`src/rtl/lsu_pkg.sv`:
```
// -----------------------------------------------------------------------------
// lsu_pkg
// Shared definitions for the load/store unit: access-size encodings, the
// sequencer state encoding and the natural-alignment check.
// -----------------------------------------------------------------------------
package lsu_pkg;

    localparam logic [1:0] SIZE_BYTE = 2'b00;
    localparam logic [1:0] SIZE_HALF = 2'b01;
    localparam logic [1:0] SIZE_WORD = 2'b10;

    typedef enum logic [1:0] {
        IDLE  = 2'd0,
        READ  = 2'd1,
        WRITE = 2'd2,
        RESP  = 2'd3
    } lsu_state_t;

    // True when the byte offset is naturally aligned for the access size.
    // The reserved size 2'b11 is never aligned, so it always decodes as an error.
    function automatic logic is_aligned(input logic [1:0] size, input logic [1:0] offset);
        logic ok;
        case (size)
            SIZE_BYTE: ok = 1'b1;
            SIZE_HALF: ok = ~offset[0];
            SIZE_WORD: ok = (offset == 2'b00);
            default:   ok = 1'b0;
        endcase
        return ok;
    endfunction

endpackage

```
`src/rtl/load_store_unit_if.sv`:
```
// -----------------------------------------------------------------------------
// load_store_unit_if
// Bundles the controller request/response handshake and the data-memory
// strobes of the load/store unit.
//   slave  : the load/store unit itself (takes requests, drives mem_*).
//   master : the environment (controller + data memory).
// Signals:
//   req_valid/req_ready/req_write/req_size/req_unsigned/req_address/req_wdata
//   resp_valid/resp_rdata/resp_error
//   mem_read/mem_write/mem_address/mem_wdata/mem_rdata
// -----------------------------------------------------------------------------
interface load_store_unit_if #(
    parameter int unsigned ADDR_W = 32
);
    logic              req_valid;
    logic              req_ready;
    logic              req_write;
    logic [1:0]        req_size;
    logic              req_unsigned;
    logic [ADDR_W-1:0] req_address;
    logic [31:0]       req_wdata;
    logic              resp_valid;
    logic [31:0]       resp_rdata;
    logic              resp_error;
    logic              mem_read;
    logic              mem_write;
    logic [ADDR_W-1:0] mem_address;
    logic [31:0]       mem_wdata;
    logic [31:0]       mem_rdata;

    modport slave (
        input  req_valid, req_write, req_size, req_unsigned, req_address, req_wdata,
        input  mem_rdata,
        output req_ready, resp_valid, resp_rdata, resp_error,
        output mem_read, mem_write, mem_address, mem_wdata
    );

    modport master (
        output req_valid, req_write, req_size, req_unsigned, req_address, req_wdata,
        output mem_rdata,
        input  req_ready, resp_valid, resp_rdata, resp_error,
        input  mem_read, mem_write, mem_address, mem_wdata
    );

endinterface

```
`src/rtl/lsu_byte_lane.sv`:
```
// -----------------------------------------------------------------------------
// lsu_byte_lane
// Combinational big-endian lane logic for sub-word accesses.
//   i_word     : 32-bit memory word (byte at offset 0 is bits 31:24)
//   i_size     : access size encoding
//   i_offset   : byte offset within the word
//   i_unsigned : 1 zero-extends, 0 sign-extends the extracted lane
//   i_wdata    : right-justified store data (byte or half)
//   o_load     : extracted, extended load data (whole word for word size)
//   o_merge    : i_word with only the addressed lane replaced by i_wdata
// -----------------------------------------------------------------------------
module lsu_byte_lane
    import lsu_pkg::*;
(
    input  logic [31:0] i_word,
    input  logic [1:0]  i_size,
    input  logic [1:0]  i_offset,
    input  logic        i_unsigned,
    input  logic [15:0] i_wdata,
    output logic [31:0] o_load,
    output logic [31:0] o_merge
);

    logic [7:0]  w_byte;
    logic [15:0] w_half;

    always_comb begin
        w_byte = 8'h00;
        case (i_offset)
            2'd0:    w_byte = i_word[31:24];
            2'd1:    w_byte = i_word[23:16];
            2'd2:    w_byte = i_word[15:8];
            default: w_byte = i_word[7:0];
        endcase
        w_half = i_offset[1] ? i_word[15:0] : i_word[31:16];
    end

    always_comb begin
        o_load = i_word;
        case (i_size)
            SIZE_BYTE: o_load = i_unsigned ? {24'h000000, w_byte}
                                           : {{24{w_byte[7]}}, w_byte};
            SIZE_HALF: o_load = i_unsigned ? {16'h0000, w_half}
                                           : {{16{w_half[15]}}, w_half};
            default:   o_load = i_word;
        endcase
    end

    always_comb begin
        o_merge = i_word;
        case (i_size)
            SIZE_BYTE: begin
                case (i_offset)
                    2'd0:    o_merge[31:24] = i_wdata[7:0];
                    2'd1:    o_merge[23:16] = i_wdata[7:0];
                    2'd2:    o_merge[15:8]  = i_wdata[7:0];
                    default: o_merge[7:0]   = i_wdata[7:0];
                endcase
            end
            SIZE_HALF: begin
                if (i_offset[1]) begin
                    o_merge[15:0] = i_wdata;
                end else begin
                    o_merge[31:16] = i_wdata;
                end
            end
            default: o_merge = i_word;
        endcase
    end

endmodule

```
`src/rtl/load_store_unit.sv`:
```
// -----------------------------------------------------------------------------
// load_store_unit
// Initiator side of the CPU data-memory interface. Accepts one load/store
// request at a time, checks alignment/range/size, sequences the memory's
// read and write strobes and returns a one-cycle response pulse.
// Sub-word stores are done as read-modify-write because the memory only
// writes whole 32-bit words. All mem_* and resp_* outputs are registered on
// the rising edge so they are stable across the memory's negedge write.
//
// Parameters:
//   MEM_BYTES : memory size in bytes (word address must be <= MEM_BYTES-4)
//   ADDR_W    : address width
// Ports:
//   clk, rst_n : clock, asynchronous active-low reset
//   bus        : load_store_unit_if.slave (request/response + memory strobes)
// Build option:
//   LSU_SUBWORD_EN : when defined, byte/half loads and read-modify-write
//                    byte/half stores are supported; otherwise only word
//                    accesses are legal and all other sizes complete as errors.
// -----------------------------------------------------------------------------
module load_store_unit
    import lsu_pkg::*;
#(
    parameter int unsigned MEM_BYTES = 32,
    parameter int unsigned ADDR_W    = 32
) (
    input  logic                    clk,
    input  logic                    rst_n,
    load_store_unit_if.slave        bus
);

    localparam logic [ADDR_W-1:0] LAST_WORD = ADDR_W'(MEM_BYTES - 4);

    lsu_state_t        r_state;
    logic              r_req_ready;
    logic              r_mem_read;
    logic              r_mem_write;
    logic [ADDR_W-1:0] r_mem_address;
    logic [31:0]       r_mem_wdata;
    logic              r_resp_valid;
    logic              r_resp_error;
    logic [31:0]       r_resp_rdata;

    logic [ADDR_W-1:0] w_word_addr;
    logic              w_size_ok;
    logic              w_error;
    logic [31:0]       w_load_data;

`ifdef LSU_SUBWORD_EN
    logic              r_write;
    logic              r_unsigned;
    logic [1:0]        r_size;
    logic [1:0]        r_offset;
    logic [15:0]       r_wdata;
    logic [31:0]       w_merge_data;

    lsu_byte_lane u_lane (
        .i_word     (bus.mem_rdata),
        .i_size     (r_size),
        .i_offset   (r_offset),
        .i_unsigned (r_unsigned),
        .i_wdata    (r_wdata),
        .o_load     (w_load_data),
        .o_merge    (w_merge_data)
    );

    assign w_size_ok = (bus.req_size != 2'b11);
`else
    logic w_unused_req_unsigned;

    assign w_load_data           = bus.mem_rdata;
    assign w_size_ok             = (bus.req_size == SIZE_WORD);
    assign w_unused_req_unsigned = bus.req_unsigned;
`endif

    assign w_word_addr = {bus.req_address[ADDR_W-1:2], 2'b00};
    assign w_error     = ~w_size_ok
                       | ~is_aligned(bus.req_size, bus.req_address[1:0])
                       | (w_word_addr > LAST_WORD);

    always_ff @(posedge clk or negedge rst_n) begin
        if (!rst_n) begin
            r_state       <= IDLE;
            r_req_ready   <= 1'b1;
            r_mem_read    <= 1'b0;
            r_mem_write   <= 1'b0;
            r_mem_address <= '0;
            r_mem_wdata   <= '0;
            r_resp_valid  <= 1'b0;
            r_resp_error  <= 1'b0;
            r_resp_rdata  <= '0;
`ifdef LSU_SUBWORD_EN
            r_write       <= 1'b0;
            r_unsigned    <= 1'b0;
            r_size        <= '0;
            r_offset      <= '0;
            r_wdata       <= '0;
`endif
        end else begin
            case (r_state)
                IDLE: begin
                    if (bus.req_valid) begin
                        r_req_ready <= 1'b0;
`ifdef LSU_SUBWORD_EN
                        r_write     <= bus.req_write;
                        r_unsigned  <= bus.req_unsigned;
                        r_size      <= bus.req_size;
                        r_offset    <= bus.req_address[1:0];
                        r_wdata     <= bus.req_wdata[15:0];
`endif
                        if (w_error) begin
                            // Errors never touch memory.
                            r_state      <= RESP;
                            r_resp_valid <= 1'b1;
                            r_resp_error <= 1'b1;
                            r_resp_rdata <= '0;
                        end else if (bus.req_write && (bus.req_size == SIZE_WORD)) begin
                            r_state       <= WRITE;
                            r_mem_write   <= 1'b1;
                            r_mem_address <= w_word_addr;
                            r_mem_wdata   <= bus.req_wdata;
                        end else begin
                            // Loads, and the read half of a sub-word store.
                            r_state       <= READ;
                            r_mem_read    <= 1'b1;
                            r_mem_address <= w_word_addr;
                        end
                    end
                end
                READ: begin
                    r_mem_read <= 1'b0;
`ifdef LSU_SUBWORD_EN
                    if (r_write) begin
                        r_state     <= WRITE;
                        r_mem_write <= 1'b1;
                        r_mem_wdata <= w_merge_data;
                    end else begin
                        r_state      <= RESP;
                        r_resp_valid <= 1'b1;
                        r_resp_rdata <= w_load_data;
                    end
`else
                    r_state      <= RESP;
                    r_resp_valid <= 1'b1;
                    r_resp_rdata <= w_load_data;
`endif
                end
                WRITE: begin
                    r_mem_write  <= 1'b0;
                    r_state      <= RESP;
                    r_resp_valid <= 1'b1;
                    r_resp_rdata <= '0;
                end
                RESP: begin
                    r_resp_valid <= 1'b0;
                    r_resp_error <= 1'b0;
                    r_resp_rdata <= '0;
                    r_req_ready  <= 1'b1;
                    r_state      <= IDLE;
                end
                default: begin
                    r_state     <= IDLE;
                    r_req_ready <= 1'b1;
                end
            endcase
        end
    end

    assign bus.req_ready   = r_req_ready;
    assign bus.mem_read    = r_mem_read;
    assign bus.mem_write   = r_mem_write;
    assign bus.mem_address = r_mem_address;
    assign bus.mem_wdata   = r_mem_wdata;
    assign bus.resp_valid  = r_resp_valid;
    assign bus.resp_error  = r_resp_error;
    assign bus.resp_rdata  = r_resp_rdata;

endmodule

```
`src/flat_wrapper.sv`:
```
// flat-port wrapper written by rule: the top's interface ports become plain ports
module load_store_unit_flat import lsu_pkg::*;
#(
    parameter int unsigned MEM_BYTES = 32,
    parameter int unsigned ADDR_W    = 32
)
  (clk, rst_n, bus_req_valid, bus_req_write, bus_req_size, bus_req_unsigned, bus_req_address, bus_req_wdata, bus_mem_rdata, bus_req_ready, bus_resp_valid, bus_resp_rdata, bus_resp_error, bus_mem_read, bus_mem_write, bus_mem_address, bus_mem_wdata);
  load_store_unit_if #(.ADDR_W(ADDR_W)) bus_i ();
  input  logic clk;
  input  logic rst_n;
  input wire logic [$bits(bus_i.req_valid)-1:0] bus_req_valid;
  input wire logic [$bits(bus_i.req_write)-1:0] bus_req_write;
  input wire logic [$bits(bus_i.req_size)-1:0] bus_req_size;
  input wire logic [$bits(bus_i.req_unsigned)-1:0] bus_req_unsigned;
  input wire logic [$bits(bus_i.req_address)-1:0] bus_req_address;
  input wire logic [$bits(bus_i.req_wdata)-1:0] bus_req_wdata;
  input wire logic [$bits(bus_i.mem_rdata)-1:0] bus_mem_rdata;
  output wire logic [$bits(bus_i.req_ready)-1:0] bus_req_ready;
  output wire logic [$bits(bus_i.resp_valid)-1:0] bus_resp_valid;
  output wire logic [$bits(bus_i.resp_rdata)-1:0] bus_resp_rdata;
  output wire logic [$bits(bus_i.resp_error)-1:0] bus_resp_error;
  output wire logic [$bits(bus_i.mem_read)-1:0] bus_mem_read;
  output wire logic [$bits(bus_i.mem_write)-1:0] bus_mem_write;
  output wire logic [$bits(bus_i.mem_address)-1:0] bus_mem_address;
  output wire logic [$bits(bus_i.mem_wdata)-1:0] bus_mem_wdata;
  assign bus_i.req_valid = bus_req_valid;
  assign bus_i.req_write = bus_req_write;
  assign bus_i.req_size = bus_req_size;
  assign bus_i.req_unsigned = bus_req_unsigned;
  assign bus_i.req_address = bus_req_address;
  assign bus_i.req_wdata = bus_req_wdata;
  assign bus_i.mem_rdata = bus_mem_rdata;
  assign bus_req_ready = bus_i.req_ready;
  assign bus_resp_valid = bus_i.resp_valid;
  assign bus_resp_rdata = bus_i.resp_rdata;
  assign bus_resp_error = bus_i.resp_error;
  assign bus_mem_read = bus_i.mem_read;
  assign bus_mem_write = bus_i.mem_write;
  assign bus_mem_address = bus_i.mem_address;
  assign bus_mem_wdata = bus_i.mem_wdata;
  load_store_unit #(.MEM_BYTES(MEM_BYTES), .ADDR_W(ADDR_W)) u_core (.clk(clk), .rst_n(rst_n), .bus(bus_i));
endmodule
```
`config.mk`:
```
export PLATFORM = sky130hd
export DESIGN_NAME = load_store_unit_flat
export DESIGN_NICKNAME = d
export VERILOG_FILES = /design/src/rtl/lsu_pkg.sv /design/src/rtl/load_store_unit_if.sv /design/src/rtl/lsu_byte_lane.sv /design/src/rtl/load_store_unit.sv /design/src/flat_wrapper.sv
export SDC_FILE = /design/constraint.sdc
export NUM_CORES = 1
export LEC_CHECK = 0
export BUFFER_PORTS_ARGS = -buffer_cell sky130_fd_sc_hd__clkbuf_2
export CAP_MARGIN = 25
export CELL_PAD_IN_SITES_DETAIL_PLACEMENT = 1
export CELL_PAD_IN_SITES_GLOBAL_PLACEMENT = 1
export CORE_MARGIN = 2
export CORE_UTILIZATION = 36
export CTS_CLUSTER_SIZE = 24
export DETAILED_ROUTE_END_ITERATION = 7
export PLACE_DENSITY = 0.9
export SLEW_MARGIN = 20
export SYNTH_ARGS = -nofsm -noshare
export SYNTH_HDL_FRONTEND = slang
export SYNTH_SLANG_ARGS = --single-unit
```
`constraint.sdc`:
```
create_clock -name clk -period 2.8 [get_ports clk]
set_input_delay 0.56 -clock clk [delete_from_list [all_inputs] [get_ports clk]]
set_output_delay 0.56 -clock clk [all_outputs]
set_load 0.01 [all_outputs]
```
==> impl_results.md <==
- Hold Crit Class: in2async
- Top post-synthesis cells by count: dfrtp_1 (100), clkbuf_1 (40), nand4_1 (35)
- Worst skew pair latency: 0.35 ns
- DR iter-0 viols: between 300 and 400
- Power density over cell area: 771 mW/mm^2
- Largest net degree at the start of global routing: 47
- Met3 Track Usage GR: 0.0360
- CTS tree: yes
- Core Rows: 41
- Met2 Track Usage GR: 0.403
- GRT Total Usage: 0.222
- Worst path top cell family by delay: simple AND/OR/NAND/NOR gates
- Slew at the pin closest to its max-slew limit: about 0.50 ns
- Initial antenna violation count: 0
- Buffers plus inverters on the worst setup path: 3
- Synth top area cells: dfrtp_1 (54%), mux2_1 (7.3%), o2111ai_1 (6.3%)
- Layout cells sized above 1: 0.418
- Mean Syn Cell Area: 11.6 um^2
- Final hold slack: 0.138 ns
- Critical Path Max Stage Delay: between 0.4 and 0.5 ns
- First-pass GRT wire length: between 20,000 and 25,000 um
- Root Driver: clkbuf_16
- EDFF count, synth: 0
- Drt via density: approximately 5.6
- CTS clk-pin slew, worst paths: 0.07 ns
- Setup TNS: 0 ns
- Clock Skews: around 0.0077 ns
- Synth async-reset ratio: 1.00
- CTS resizes: 0
- Gr busiest metal: met2
- Fin. Hold Viols: 0
- Worst path depth: 7
- Seq/Total Area, Yosys: 0.550
- Area Growth Syn to Fin: 32.7%
- Die Wd: ~120 um
- Die Span Y: ~120 um
- Cell taking the most area after synthesis: dfrtp_1
- R2r setup slk: approximately 0.66 ns
- GPL Wtd Cong: about 0.88
- Total CTS buffers: 9
- Worst reg2reg path endpoint: u_core.bus.resp_valid
- Final Cycle Share: 0.817
- RSZ-0062 raised after global routing: no
- Post-CTS Setup Repair Bufs: 0
- Port buffer count: 200
- Nets: about 700
- Post-layout min period: roughly 2.3 ns
- CP Data Required Time: 3.03 ns
- Worst slew margin: 0.666
- Most common cell in the synthesized netlist: dfrtp_1
- Starting Density: 0.366
- HPWL after detailed placement: between 10,000 and 15,000 um
- CP Class: in2reg
- Sink Count: slightly above 100
- Total gr overflow: 0
- Ports: slightly above 200
- Worst-path fanout max: 39
- Pre-antenna DRT Iters: 4
- Ys flop type: dfrtp_1
- Mapped Area: between 0.004 and 0.005 mm^2
- Final wirelength: 14,900 um
- Critical path, cell by cell: clkbuf_2 > nor4_1 > nand4_1 > buf_12 > nor3_2 > buf_4 > nor2b_1
- Post-synthesis cell type count: 33
- Vias in the first global route: ~4.6k
- Crit start category: input port
- Fmax: about 440 MHz
- Final setup viols: 0
- Worst R2R Path Depth: 7
- LEAKAGE: around 0.0032 uW
- Residual DRC count: 0
- ANT nets after route: 0
- Max_cap viols: 0
- Wire length per cell: roughly 20 um
- H-tree depth: 3
- Final slew viol count: 0
- Worst VDD drop: 364 uV
- Post-synthesis register bit count: just over 100
- Die area: between 0.01 and 0.015 mm^2
- Status: finished clean
- Syn Inst Count: a little under 400
- Routed vias: between 4k and 5k
- Number of diodes: 0
- R2R Path Start: u_core.r_state[1]
- Worst path slowest cell: nor4_1
- Crit end category: flop
- Yosys top cell area share: 0.544
- Met1 GRT Util: 0.256
- Core Area: approximately 0.013 mm^2
- WP data arrival: about 2.5 ns
- Yosys warns: 0
- Maximum buffer depth of the clock tree: 2
- CTS Hold Bufs: 0
[sequential cells by signal, indices dropped and copies added, names as in the netlist]
name / flops
u_core.bus.resp_valid: 1
u_core.bus.mem_write: 1
u_core.r_state: 2
u_core.bus.resp_error: 1
u_core.bus.mem_address: 30
u_core.bus.mem_wdata: 32
u_core.bus.req_ready: 1
u_core.bus.resp_rdata: 32
u_core.bus.mem_read: 1
[worst max-delay path by stage]
stage / startpoint / to / slack [ns]
floorplan: bus_req_address[21] / u_core.bus.mem_wdata[0] / 0.64
global placement: bus_req_address[29] / u_core.bus.mem_address[7] / 0.31
global route: bus_req_address[1] / u_core.bus.mem_address[31] / 0.32
finish: bus_req_address[21] / u_core.bus.mem_address[19] / 0.51
CTS: bus_req_address[1] / u_core.bus.mem_address[31] / 0.52
detailed placement: bus_req_address[1] / u_core.bus.mem_address[19] / 0.18
[area by class of cell]
| type | count | area (um^2) |
|---|---|---|
| clock inverter | 7 | 97.6 |
| fill | 1445 | 6460 |
| tap | 172 | 215 |
| inverter | 7 | 26.3 |
| clock buffer | 9 | 225 |
| multi-input combinational | 242 | 1850 |
| timing repair buffer | 216 | 1160 |
| sequential | 101 | 2530 |
[where the power goes]
part	leakage, uW	total (uW)	switching, uW	internal, uW
clock network	0.000152	1360	575	787
registers	0.00137	1950	232	1720
logic	0.00166	1390	879	516
total	0.00319	4710	1690	3020
[per-stage QoR]
| step | instance area [um^2] | total power [uW] | cells | utilization | setup WS [ns] |
|---|---|---|---|---|---|
| final | 6100 | 4710 | 754 | 0.486 | 0.513 |
| after global routing | 6100 | 4980 | 754 | 0.486 | 0.317 |
| after CTS | 6100 | 4760 | 754 | 0.486 | 0.521 |
| after detailed placement | 5780 | 3380 | 738 | 0.460 | 0.184 |
| after global placement | 5780 | 3270 | 738 | 0.460 | 0.305 |
| after floorplan | 4600 | 2730 | 397 | - | 0.640 |
[layer usage]
metal	wire length [um]	up-vias
met5	0	-
met4	353	0
met3	644	33
met2	7860	153
met1	6000	2175
li1	-	1895
[kinds of logic (layout without fill, tap and decap cells)]
family | count (synthesis) | count (layout) | share of synthesized area
and+or+nand+nor | 126 | 126 | 0.165
DFF | 101 | 101 | 0.550
AOI/OAI and AO/OA | 75 | 75 | 0.137
buffers and inverters | 54 | 239 | 0.0509
muxes | 35 | 35 | 0.0857
adders and majority gates | 4 | 4 | 0.0109
other | 1 | 2 | 0.000815
[worst register-to-register path: stages (launching register included)]
cell and delay [ns]:
dfrtp_1 0.41, inv_1 0.10, ha_1 0.19, buf_4 0.44, clkinv_1 0.18, buf_4 0.29, nor4_1 0.33, nor3_1 0.08
[cell usage in the layout, fill, tap and decap left out, types with 2 or more instances in the layout]
| cell | n |
|---|---|
| dfrtp_1 | 100 |
| mux2_2 | 5 |
| buf_4 | 14 |
| nand4_1 | 35 |
| o21ai_0 | 5 |
| inv_1 | 6 |
| nand2_1 | 6 |
| a32oi_1 | 32 |
| and4_1 | 2 |
| nand2b_1 | 4 |
| ha_1 | 3 |
| o221ai_1 | 2 |
| clkinvlp_4 | 2 |
| mux2_1 | 30 |
| clkbuf_2 | 199 |
| nand3_1 | 33 |
| clkbuf_16 | 9 |
| nor2b_1 | 27 |
| or4_1 | 2 |
| nor3_1 | 4 |
| nor4_1 | 7 |
| conb_1 | 2 |
| o2111ai_1 | 33 |
| bufinv_16 | 2 |
| buf_12 | 3 |
No activity file was read; power rests on OpenSTA's default activity.
